**config.mk**
```make
export PLATFORM = sky130hd
export DESIGN_NAME = seg_scan_decoder_flat
export DESIGN_NICKNAME = d
export VERILOG_FILES = /design/src/rtl/seg_pkg.sv /design/src/rtl/seg_scan_decoder_if.sv /design/src/rtl/seg7_to_hex.sv /design/src/rtl/seg_scan_decoder.sv /design/src/flat_wrapper.sv
export SDC_FILE = /design/constraint.sdc
export NUM_CORES = 1
export LEC_CHECK = 0
export CORE_MARGIN = 3
export CORE_UTILIZATION = 40
export CTS_CLUSTER_SIZE = 12
export DETAILED_ROUTE_END_ITERATION = 10
export PLACE_DENSITY = 0.6
export SYNTH_ARGS = -nofsm -noshare
export SYNTH_HDL_FRONTEND = slang
export SYNTH_SLANG_ARGS = --single-unit
export TNS_END_PERCENT = 20
```
**constraint.sdc**
```tcl
create_clock -name clk -period 3.5 [get_ports clk]
set_input_delay 1.05 -clock clk [delete_from_list [all_inputs] [get_ports clk]]
set_output_delay 1.05 -clock clk [all_outputs]
set_load 0.01 [all_outputs]
```
**src/rtl/seg_pkg.sv**
```systemverilog
// Shared constants for the 7-segment display driver and scan decoder.
// Segment table, state encoding, digit count and blank select.
package seg_pkg;

    localparam int NUM_DIGITS = 6;

    localparam logic [NUM_DIGITS-1:0] AN_BLANK = 6'b111111;

    localparam logic [6:0] SEG_0 = 7'h7E;
    localparam logic [6:0] SEG_1 = 7'h30;
    localparam logic [6:0] SEG_2 = 7'h6D;
    localparam logic [6:0] SEG_3 = 7'h79;
    localparam logic [6:0] SEG_4 = 7'h33;
    localparam logic [6:0] SEG_5 = 7'h5B;
    localparam logic [6:0] SEG_6 = 7'h5F;
    localparam logic [6:0] SEG_7 = 7'h70;
    localparam logic [6:0] SEG_8 = 7'h7F;
    localparam logic [6:0] SEG_9 = 7'h7B;
    localparam logic [6:0] SEG_A = 7'h77;
    localparam logic [6:0] SEG_B = 7'h1F;
    localparam logic [6:0] SEG_C = 7'h4E;
    localparam logic [6:0] SEG_D = 7'h3D;
    localparam logic [6:0] SEG_E = 7'h4F;
    localparam logic [6:0] SEG_F = 7'h47;

    typedef enum logic {
        HUNT,
        COLLECT
    } state_t;

endpackage

```
**src/rtl/seg_scan_decoder_if.sv**
```systemverilog
// Scanned display bus: active-low digit select plus segment/dp byte.
// The driver side is master, the decoder side is slave.
interface seg_scan_decoder_if;
    import seg_pkg::*;

    logic [NUM_DIGITS-1:0] an_in;
    logic [7:0]            sseg_in;

    modport master (output an_in, output sseg_in);
    modport slave  (input an_in, input sseg_in);

endinterface

```
**src/rtl/seg7_to_hex.sv**
```systemverilog
// Inverse 7-segment lookup: pattern to hex nibble.
// valid is low for patterns outside the hex table (hex reads 0).
module seg7_to_hex
    import seg_pkg::*;
(
    input  logic [6:0] seg,
    output logic [3:0] hex,
    output logic       valid
);

    // table lookup, unknown patterns flagged
    always_comb begin
        hex   = 4'h0;
        valid = 1'b1;
        case (seg)
            SEG_0:   hex = 4'h0;
            SEG_1:   hex = 4'h1;
            SEG_2:   hex = 4'h2;
            SEG_3:   hex = 4'h3;
            SEG_4:   hex = 4'h4;
            SEG_5:   hex = 4'h5;
            SEG_6:   hex = 4'h6;
            SEG_7:   hex = 4'h7;
            SEG_8:   hex = 4'h8;
            SEG_9:   hex = 4'h9;
            SEG_A:   hex = 4'hA;
            SEG_B:   hex = 4'hB;
            SEG_C:   hex = 4'hC;
            SEG_D:   hex = 4'hD;
            SEG_E:   hex = 4'hE;
            SEG_F:   hex = 4'hF;
            default: valid = 1'b0;
        endcase
    end

endmodule

```
**src/rtl/seg_scan_decoder.sv**
```systemverilog
// Receive side of the 6-digit scanned display: rebuilds whole frames.
// Optional stall watchdog enabled by defining SCAN_TIMEOUT_EN.
module seg_scan_decoder
    import seg_pkg::*;
#(
    parameter int STABLE_CYC  = 1,
    parameter int TIMEOUT_CYC = 64
) (
    input  logic                  clk,
    input  logic                  rst_n,
    seg_scan_decoder_if.slave     bus,
    output logic [3:0]            hex0,
    output logic [3:0]            hex1,
    output logic [3:0]            hex2,
    output logic [3:0]            hex3,
    output logic [3:0]            hex4,
    output logic [3:0]            hex5,
    output logic [NUM_DIGITS-1:0] dp_out,
    output logic                  frame_valid,
    output logic                  locked,
    output logic                  pat_err,
    output logic                  seq_err
);

    if (STABLE_CYC < 1 || STABLE_CYC > 15 ||
        TIMEOUT_CYC < 2 || TIMEOUT_CYC > 65535) begin : g_param_chk
        $error("seg_scan_decoder: parameter out of range");
    end

    localparam logic [3:0] STB = 4'(STABLE_CYC);

    logic [NUM_DIGITS-1:0] s_an, p_an;
    logic [7:0]            s_sseg, p_sseg;
    logic [3:0]            cnt_q, cnt_cur;
    logic [2:0]            n_zero, k, exp_d;
    logic                  is_sel, is_multi, is_blank;
    logic                  changed, accept, capture;
    logic                  timeout;
    logic [3:0]            dec_hex;
    logic                  dec_ok;
    state_t                state;
    logic [3:0]            sh_hex [NUM_DIGITS];
    logic [NUM_DIGITS-1:0] sh_dp;

    seg7_to_hex u_dec (
        .seg   (s_sseg[6:0]),
        .hex   (dec_hex),
        .valid (dec_ok)
    );

    // count active selects and remember which digit is driven
    always_comb begin
        n_zero = '0;
        k      = '0;
        for (int i = 0; i < NUM_DIGITS; i++) begin
            if (!s_an[i]) begin
                n_zero = n_zero + 3'd1;
                k      = 3'(i);
            end
        end
    end

    assign is_sel   = (n_zero == 3'd1);
    assign is_multi = (n_zero >= 3'd2);
    assign is_blank = (s_an == AN_BLANK);
    assign changed  = ({s_an, s_sseg} != {p_an, p_sseg});
    assign cnt_cur  = (changed || is_blank) ? 4'd1 :
                      (cnt_q == 4'd15) ? 4'd15 : cnt_q + 4'd1;
    // a saturated count repeats the same value; only the first hit accepts
    assign accept   = is_sel && (cnt_cur == STB) &&
                      (changed || cnt_q != cnt_cur);
    assign capture  = accept &&
                      (k == 3'd0 || (state == COLLECT && k == exp_d));

`ifdef SCAN_TIMEOUT_EN
    logic [15:0] idle_q;

    assign timeout = (state == COLLECT) && !accept &&
                     (idle_q == 16'(TIMEOUT_CYC - 1));

    // idle cycles since the last accepted digit while collecting
    always_ff @(posedge clk) begin
        if (!rst_n || state != COLLECT || accept)
            idle_q <= '0;
        else
            idle_q <= idle_q + 16'd1;
    end
`else
    assign timeout = 1'b0;
`endif

    // input register stage and stability counter
    always_ff @(posedge clk) begin
        if (!rst_n) begin
            s_an   <= AN_BLANK;
            s_sseg <= '0;
            p_an   <= AN_BLANK;
            p_sseg <= '0;
            cnt_q  <= '0;
        end else begin
            s_an   <= bus.an_in;
            s_sseg <= bus.sseg_in;
            p_an   <= s_an;
            p_sseg <= s_sseg;
            cnt_q  <= cnt_cur;
        end
    end

    // frame assembly FSM with registered outputs
    always_ff @(posedge clk) begin
        if (!rst_n) begin
            state       <= HUNT;
            exp_d       <= '0;
            sh_dp       <= '0;
            for (int i = 0; i < NUM_DIGITS; i++)
                sh_hex[i] <= '0;
            hex0        <= '0;
            hex1        <= '0;
            hex2        <= '0;
            hex3        <= '0;
            hex4        <= '0;
            hex5        <= '0;
            dp_out      <= '0;
            frame_valid <= 1'b0;
            locked      <= 1'b0;
            pat_err     <= 1'b0;
            seq_err     <= 1'b0;
        end else begin
            frame_valid <= 1'b0;
            seq_err     <= 1'b0;
            if (capture) begin
                sh_hex[k] <= dec_hex;
                sh_dp[k]  <= s_sseg[7];
                if (k == 3'd0)
                    pat_err <= !dec_ok;
                else if (!dec_ok)
                    pat_err <= 1'b1;
            end
            if (is_multi || timeout) begin
                seq_err <= 1'b1;
                locked  <= 1'b0;
                state   <= HUNT;
            end else if (accept) begin
                if (state == HUNT) begin
                    if (k == 3'd0) begin
                        exp_d <= 3'd1;
                        state <= COLLECT;
                    end
                end else if (k == exp_d) begin
                    if (k == 3'd5) begin
                        hex0        <= sh_hex[0];
                        hex1        <= sh_hex[1];
                        hex2        <= sh_hex[2];
                        hex3        <= sh_hex[3];
                        hex4        <= sh_hex[4];
                        hex5        <= dec_hex;
                        dp_out      <= {s_sseg[7], sh_dp[4:0]};
                        frame_valid <= 1'b1;
                        locked      <= 1'b1;
                        exp_d       <= 3'd0;
                    end else begin
                        exp_d <= k + 3'd1;
                    end
                end else begin
                    seq_err <= 1'b1;
                    locked  <= 1'b0;
                    if (k == 3'd0)
                        exp_d <= 3'd1;
                    else
                        state <= HUNT;
                end
            end
        end
    end

endmodule

```
**src/flat_wrapper.sv**
```systemverilog
// flat-port wrapper written by rule: the top's interface ports become plain ports
module seg_scan_decoder_flat import seg_pkg::*;
#(
    parameter int STABLE_CYC  = 1,
    parameter int TIMEOUT_CYC = 64
)
  (clk, rst_n, hex0, hex1, hex2, hex3, hex4, hex5, dp_out, frame_valid, locked, pat_err, seq_err, bus_an_in, bus_sseg_in);
  seg_scan_decoder_if bus_i ();
  input  logic clk;
  input  logic rst_n;
  output logic [3:0] hex0;
  output logic [3:0] hex1;
  output logic [3:0] hex2;
  output logic [3:0] hex3;
  output logic [3:0] hex4;
  output logic [3:0] hex5;
  output logic [NUM_DIGITS-1:0] dp_out;
  output logic frame_valid;
  output logic locked;
  output logic pat_err;
  output logic seq_err;
  input wire logic [$bits(bus_i.an_in)-1:0] bus_an_in;
  input wire logic [$bits(bus_i.sseg_in)-1:0] bus_sseg_in;
  assign bus_i.an_in = bus_an_in;
  assign bus_i.sseg_in = bus_sseg_in;
  seg_scan_decoder #(.STABLE_CYC(STABLE_CYC), .TIMEOUT_CYC(TIMEOUT_CYC)) u_core (.clk(clk), .rst_n(rst_n), .bus(bus_i), .hex0(hex0), .hex1(hex1), .hex2(hex2), .hex3(hex3), .hex4(hex4), .hex5(hex5), .dp_out(dp_out), .frame_valid(frame_valid), .locked(locked), .pat_err(pat_err), .seq_err(seq_err));
endmodule
```
# Word level (Yosys, flattened, before mapping)
# Memories as Yosys holds them, arrays and structs flattened. A register that Yosys moved wholly into a read port is not among the register bits.
# Cells that the tools add are included.
dict set report word_totals {
  mem_bits_rw 24
  register_bits 56
  memories 1
  inputBits 16
  wordCells 120
}
dict set report classes {
  eq_ne 26
  magnitude_cmp 3
  bitwise 5
  reduce_logical 23
  n_mux 41
  addsub 7
}
# memory depth word_bits read_ports rd_ports_with_merged_regs wr line_no
set mem_list {}
lappend mem_list {u_core.sh_hex 6 4 5 5 6 seg_scan_decoder.sv:42} ;# logic [3:0] sh_hex [NUM_DIGITS];
# operator n
set ops {}
lappend ops {{7-bit equality test, second input constant} 12}
lappend ops {{4-bit one-hot mux with 15 select lines} 1}
lappend ops {{3-bit 2-to-1 mux} 12}
lappend ops {{7-bit by 6-bit equality test with 1-bit output, second input constant} 3}
lappend ops {{1-bit 2-to-1 mux} 21}
lappend ops {{16-bit OR reduction} 1}
lappend ops {{3-bit by 1-bit adder with 3-bit output, second input constant} 5}
lappend ops {{14-bit != test} 1}
lappend ops {{4-bit 2-to-1 mux} 3}
lappend ops {{7-bit by 5-bit equality test with 1-bit output, second input constant} 1}
lappend ops {{6-bit bitwise mux} 1}
lappend ops {{6-bit equality test, second input constant} 1}
lappend ops {{1-bit logical NOT} 6}
lappend ops {{1-bit logical AND} 5}
lappend ops {{1-bit NOT} 5}
lappend ops {{5-bit AND reduction} 1}
lappend ops {{5-bit OR reduction} 1}
lappend ops {{4-bit by 1-bit adder with 4-bit output, second input constant} 1}
lappend ops {{4-bit by 1-bit equality test with 1-bit output, second input constant} 1}
lappend ops {{4-bit equality test, second input constant} 1}
lappend ops {{3-bit by 4-bit less-than comparator with 1-bit output, second input constant} 1}
lappend ops {{2-bit 2-to-1 mux} 2}
lappend ops {{2-bit != test, second input constant} 2}
lappend ops {{4-bit != test} 1}
lappend ops {{other kinds (13)} 16}

# Logic depth before layout (Yosys ltp)
dict set report depth {
  ltp_word 20
  ltp_mapped 18
}

# Hierarchy
# Synthesis repeated with hierarchy kept, for this count alone.
dict set report unflattened {
  hier_cells 454
  area_unflattened_um2 4495.6
}
# module instances seq_area_each_um2 cells_per_inst area_per_inst_um2
set by_module_without_submodules {}
lappend by_module_without_submodules {seg_scan_decoder 1 2102.0 396 4121.5}
lappend by_module_without_submodules {seg7_to_hex 1 0.0 58 374.1}

# Least setup slack after synthesis
# No wires, ideal clock.
dict set report synth_path {
  path_type {flip-flop to flip-flop}
  startpoint {register u_core.s_an[1]}
  endpoint {memory u_core.sh_hex[1][0] (enable)}
  path_buffers 2
  stages_incl_launch_ff 18
  setup_time_ns 0.361
  slack_ns 0.026
  synth_period_minus_slack_ns 3.474
  arrival_time_ns 3.112
  required_ns 3.139
  path_cell_list {dfxtp_1 -> inv_1 -> ha_1 -> xnor2_1 -> ha_1 -> nor2_1 -> a21oi_1 -> ha_1 -> nand2b_1 -> o221a_2 -> inv_1 -> ha_1 -> nor2_1 -> a32o_1 -> buf_2 -> buf_2 -> nand3_1 -> o21ai_0}
}
# item line_no
set synth_lines {}
lappend synth_lines {{start: declaration} seg_scan_decoder.sv:32} ;# logic [NUM_DIGITS-1:0] s_an, p_an;
lappend synth_lines {{start signal: assignment} seg_scan_decoder.sv:101} ;# s_an <= bus.an_in;
lappend synth_lines {{end: declaration} seg_scan_decoder.sv:42}

==> results_dict.tcl <==
set metrics [dict create \
    status "complete, no violations" \
    die_area_sq_um 12060 \
    setup_viol 0 \
    gr-usage-met2 0.2353 \
    worstSetupPathType "reg2reg" \
    regArea_sq_um 2106 \
    cts_tree "done" \
    postSynthCellCount 443 \
    ys_warn_count 0 \
    hold_viol 0 \
    synth-edff-count 20 \
    busiest_layer "met2" \
    start_util 0.4139 \
    synthDistinctLibCells 56 \
    crit_path_end_kind "register" \
    drtAntennaViolNets 0 \
    ioPinCount 50 \
    path_clk_slew_ns 0.10 \
    max-clock-path-buffers 2 \
    finalNetCount 508 \
    worstSetupStartpoint "u_core.s_an[0]" \
    ys_seq_area_frac 0.4875 \
    grt_pass1_wl_um 14480 \
    drv_cap 0 \
    synth_area_sq_um 4312 \
    period_share 0.9331 \
    fin_tns_setup_ns 0 \
    critPathMaxFanout 10 \
    hold_buffers 0 \
    setup_slack_ns 0.2342 \
    worstHoldStart "u_core.dp_out[1]" \
    irDropWorstVdd_uv 196.1 \
    drive_gt1_frac 0.1018 \
    slew-limit-headroom 0.6758 \
    grt_pass1_vias 3057 \
    dr.pass1.iters 4 \
    met1_usage 0.2057 \
    io_buffers 49 \
    cts-root-buf "clkbuf_8" \
    dieWidth_um 109.8 \
    avgSynthCellArea_sq_um 9.733 \
    period_needed_ns 3.266 \
    ctsResizeCount 0 \
    area_growth_pct 18.92 \
    num-fill-cells 998 \
    hold_ws_ns 0.4621 \
    viasPerCell 5.094 \
    placed_cell_area_sq_um 4896 \
    drc 0 \
    dr_total_vias 3194 \
    grt-ovfl-total 0 \
    path_buf_inv 4 \
    wl_um 8682 \
    hold_path_class "reg2reg" \
    grt_usage 0.1521 \
    pre_cts_ws_ns 0.08191 \
    antennaDiodeCount 0 \
    slew_violations 0 \
    rsz0062_at_grt "no" \
    reg2reg_from "u_core.s_an[0]" \
    fin_skew_ns 0.006710 \
    wl_per_cell_um 13.85 \
    cp.arrival_ns 3.38 \
    num_rows 37 \
    cpMostUsedCell "ha_1" \
    post-cts-setup-buffer-count 0 \
    multi_input_area_sq_um 2004 \
    critPathLaunchType "register" \
    synth_fp_nets 465 \
    htreeDepth 3 \
    grt_max_degree 36 \
    dp_hpwl_um 6462 \
    dieHeight_um 109.8 \
    core_sq_um 10420 \
    place_congestion 0.8681 \
    drt_iter0_markers 160 \
    cp_slowest_stage_delay_ns 0.36 \
    grt_use_met3 0.03053 \
    async_flop_share 0 \
    antenna_found_initial 0 \
    p_leak_nw 1.865 \
    finish.instance_area_sq_um 5127 \
    p_per_area_nw_per_um2 420.0 \
    synth_seq_cells 95 \
    cts_buffers 9 \
    clock.fmax_ghz 0.3062 \
    ys.flop_type "dfxtp_1" \
    cp_top_family "adder cells" \
    cp.required_ns 3.61 \
    cts_sinks 95 \
    worstMarginPinSlew_ns 0.4824 \
    cp_cell_sequence "inv_1, ha_4, xnor2_1, ha_1, nor2_1, a21oi_1, ha_1, nand2b_1, o221a_2, inv_1, ha_1, xor2_1, a32o_2, buf_6, buf_4, nand4_1, nor2_1" \
    crit_slowest_cell "dfxtp_2" \
    clock_latency_ns 0.36 \
]
[state kept, by name (all words and copies together), names as in the netlist]
| signal | count |
|---|---|
| u_core.sh_hex | 20 |
| u_core.seq_err | 1 |
| u_core.s_an | 6 |
| u_core.exp_d | 3 |
| u_core.hex1 | 4 |
| u_core.state | 1 |
| u_core.frame_valid | 1 |
| u_core.p_an | 6 |
| u_core.cnt_q | 4 |
| u_core.pat_err | 1 |
| u_core.hex3 | 4 |
| u_core.p_sseg | 8 |
| u_core.sh_dp | 5 |
| u_core.locked | 1 |
| u_core.hex5 | 4 |
| u_core.s_sseg | 8 |
| u_core.hex4 | 4 |
| u_core.hex2 | 4 |
| u_core.hex0 | 4 |
| u_core.dp_out | 6 |
[worst min-delay path, stage by stage (launching register included)]
cell	delay [ns]
dfxtp_1	0.32
nand2_1	0.05
mux2i_1	0.05
[cells in the final DEF, fill, tap and decap left out, types with 2 or more instances in the layout]
| master | n |
|---|---|
| nand2_1 | 76 |
| dfxtp_1 | 72 |
| clkdlybuf4s50_1 | 48 |
| nor2_1 | 35 |
| mux2i_1 | 35 |
| edfxtp_1 | 20 |
| and2_1 | 17 |
| xnor2_1 | 16 |
| inv_1 | 15 |
| nand2b_1 | 13 |
| nand3_1 | 12 |
| nand4_1 | 10 |
| buf_4 | 10 |
| clkbuf_8 | 9 |
| o21ai_0 | 6 |
| a21oi_1 | 6 |
| a31oi_1 | 5 |
| nand3b_1 | 5 |
| or2_2 | 5 |
| ha_1 | 5 |
| and4_1 | 4 |
| and3_1 | 4 |
| nor3b_1 | 3 |
| o2bb2ai_1 | 3 |
| nor3_1 | 3 |
| inv_8 | 3 |
| dfxtp_2 | 3 |
| or3_1 | 2 |
| a211o_1 | 2 |
| a211oi_1 | 2 |
| a21o_1 | 2 |
| a32o_1 | 2 |
| a221oi_1 | 2 |
| nand4b_1 | 2 |
| nor4b_1 | 2 |
| a21oi_4 | 2 |
| clkinv_4 | 2 |
[power breakdown]
group | switching [W] | internal [W]
logic | 0.000143 | 0.000121
registers | 0.0000310 | 0.00115
clock network | 0.000429 | 0.000282
[cell families (layout without fill, tap and decap cells)]
kind of cell	Yosys count	count (layout)	synth area share
multiplexers	35	35	0.08125
flip-flops	95	95	0.4875
buffers and inverters	44	92	0.05339
adder cells (fa/ha/maj)	6	6	0.01741
AND/OR/NAND/NOR	199	199	0.2298
XOR/XNOR	21	21	0.05572
AO/OA/AOI/OAI	43	43	0.07487
[path summary, 6_finish.rpt]
| path | slack (ns) | cells past startpoint | endpoint |
|---|---|---|---|
| max | 0.23 | 17 | u_core.sh_hex[1][1] |
| min | 0.46 | 2 | u_core.dp_out[1] |
| max reg2reg | 0.23 | 17 | u_core.sh_hex[1][1] |
| min reg2reg | 0.46 | 2 | u_core.dp_out[1] |
[synthesized netlist by cell type (4+ instances only)]
library cell  number  share of area
and3_1             4         0.0058
a31oi_1            5         0.0073
nand4_1           10          0.015
o21ai_0            7         0.0081
and2_1            17          0.025
a21oi_1            7         0.0081
nor2_1            35          0.030
clkbuf_1          16          0.014
and4_1             4         0.0081
nand2b_1          13          0.019
nand3_1           12          0.014
nand2_1           76          0.066
dfxtp_1           75           0.35
buf_2              7         0.0081
xnor2_1           16          0.033
inv_1             15          0.013
nand3b_1           5         0.0087
mux2i_1           35          0.081
or2_2              5         0.0073
ha_1               6          0.017
edfxtp_1          20           0.14
[metal layers]
metal | up-vias | share of wire
met4 | 0 | 0.023
li1 | 1600 | -
met5 | - | 0
met3 | 15 | 0.044
met1 | 1514 | 0.47
met2 | 65 | 0.47
[cell type report]
cell class	count	area share
timing repair buffer	61	0.1154
clock buffer	9	0.02416
multi-input combinational	304	0.3909
inverter	15	0.01098
clock inverter	7	0.01464
sequential	95	0.4107
tap	136	0.03319
[metrics by stage]
stage                     utilization  power, W  cells
after CTS                      0.4891  0.002175    627
after global routing           0.4923  0.002250    627
after global placement         0.4700  0.001456    611
after floorplan                     -  0.001384    443
after detailed placement       0.4700  0.001461    611
final                          0.4923  0.002153    627
(Power assumes the default switching activity.)
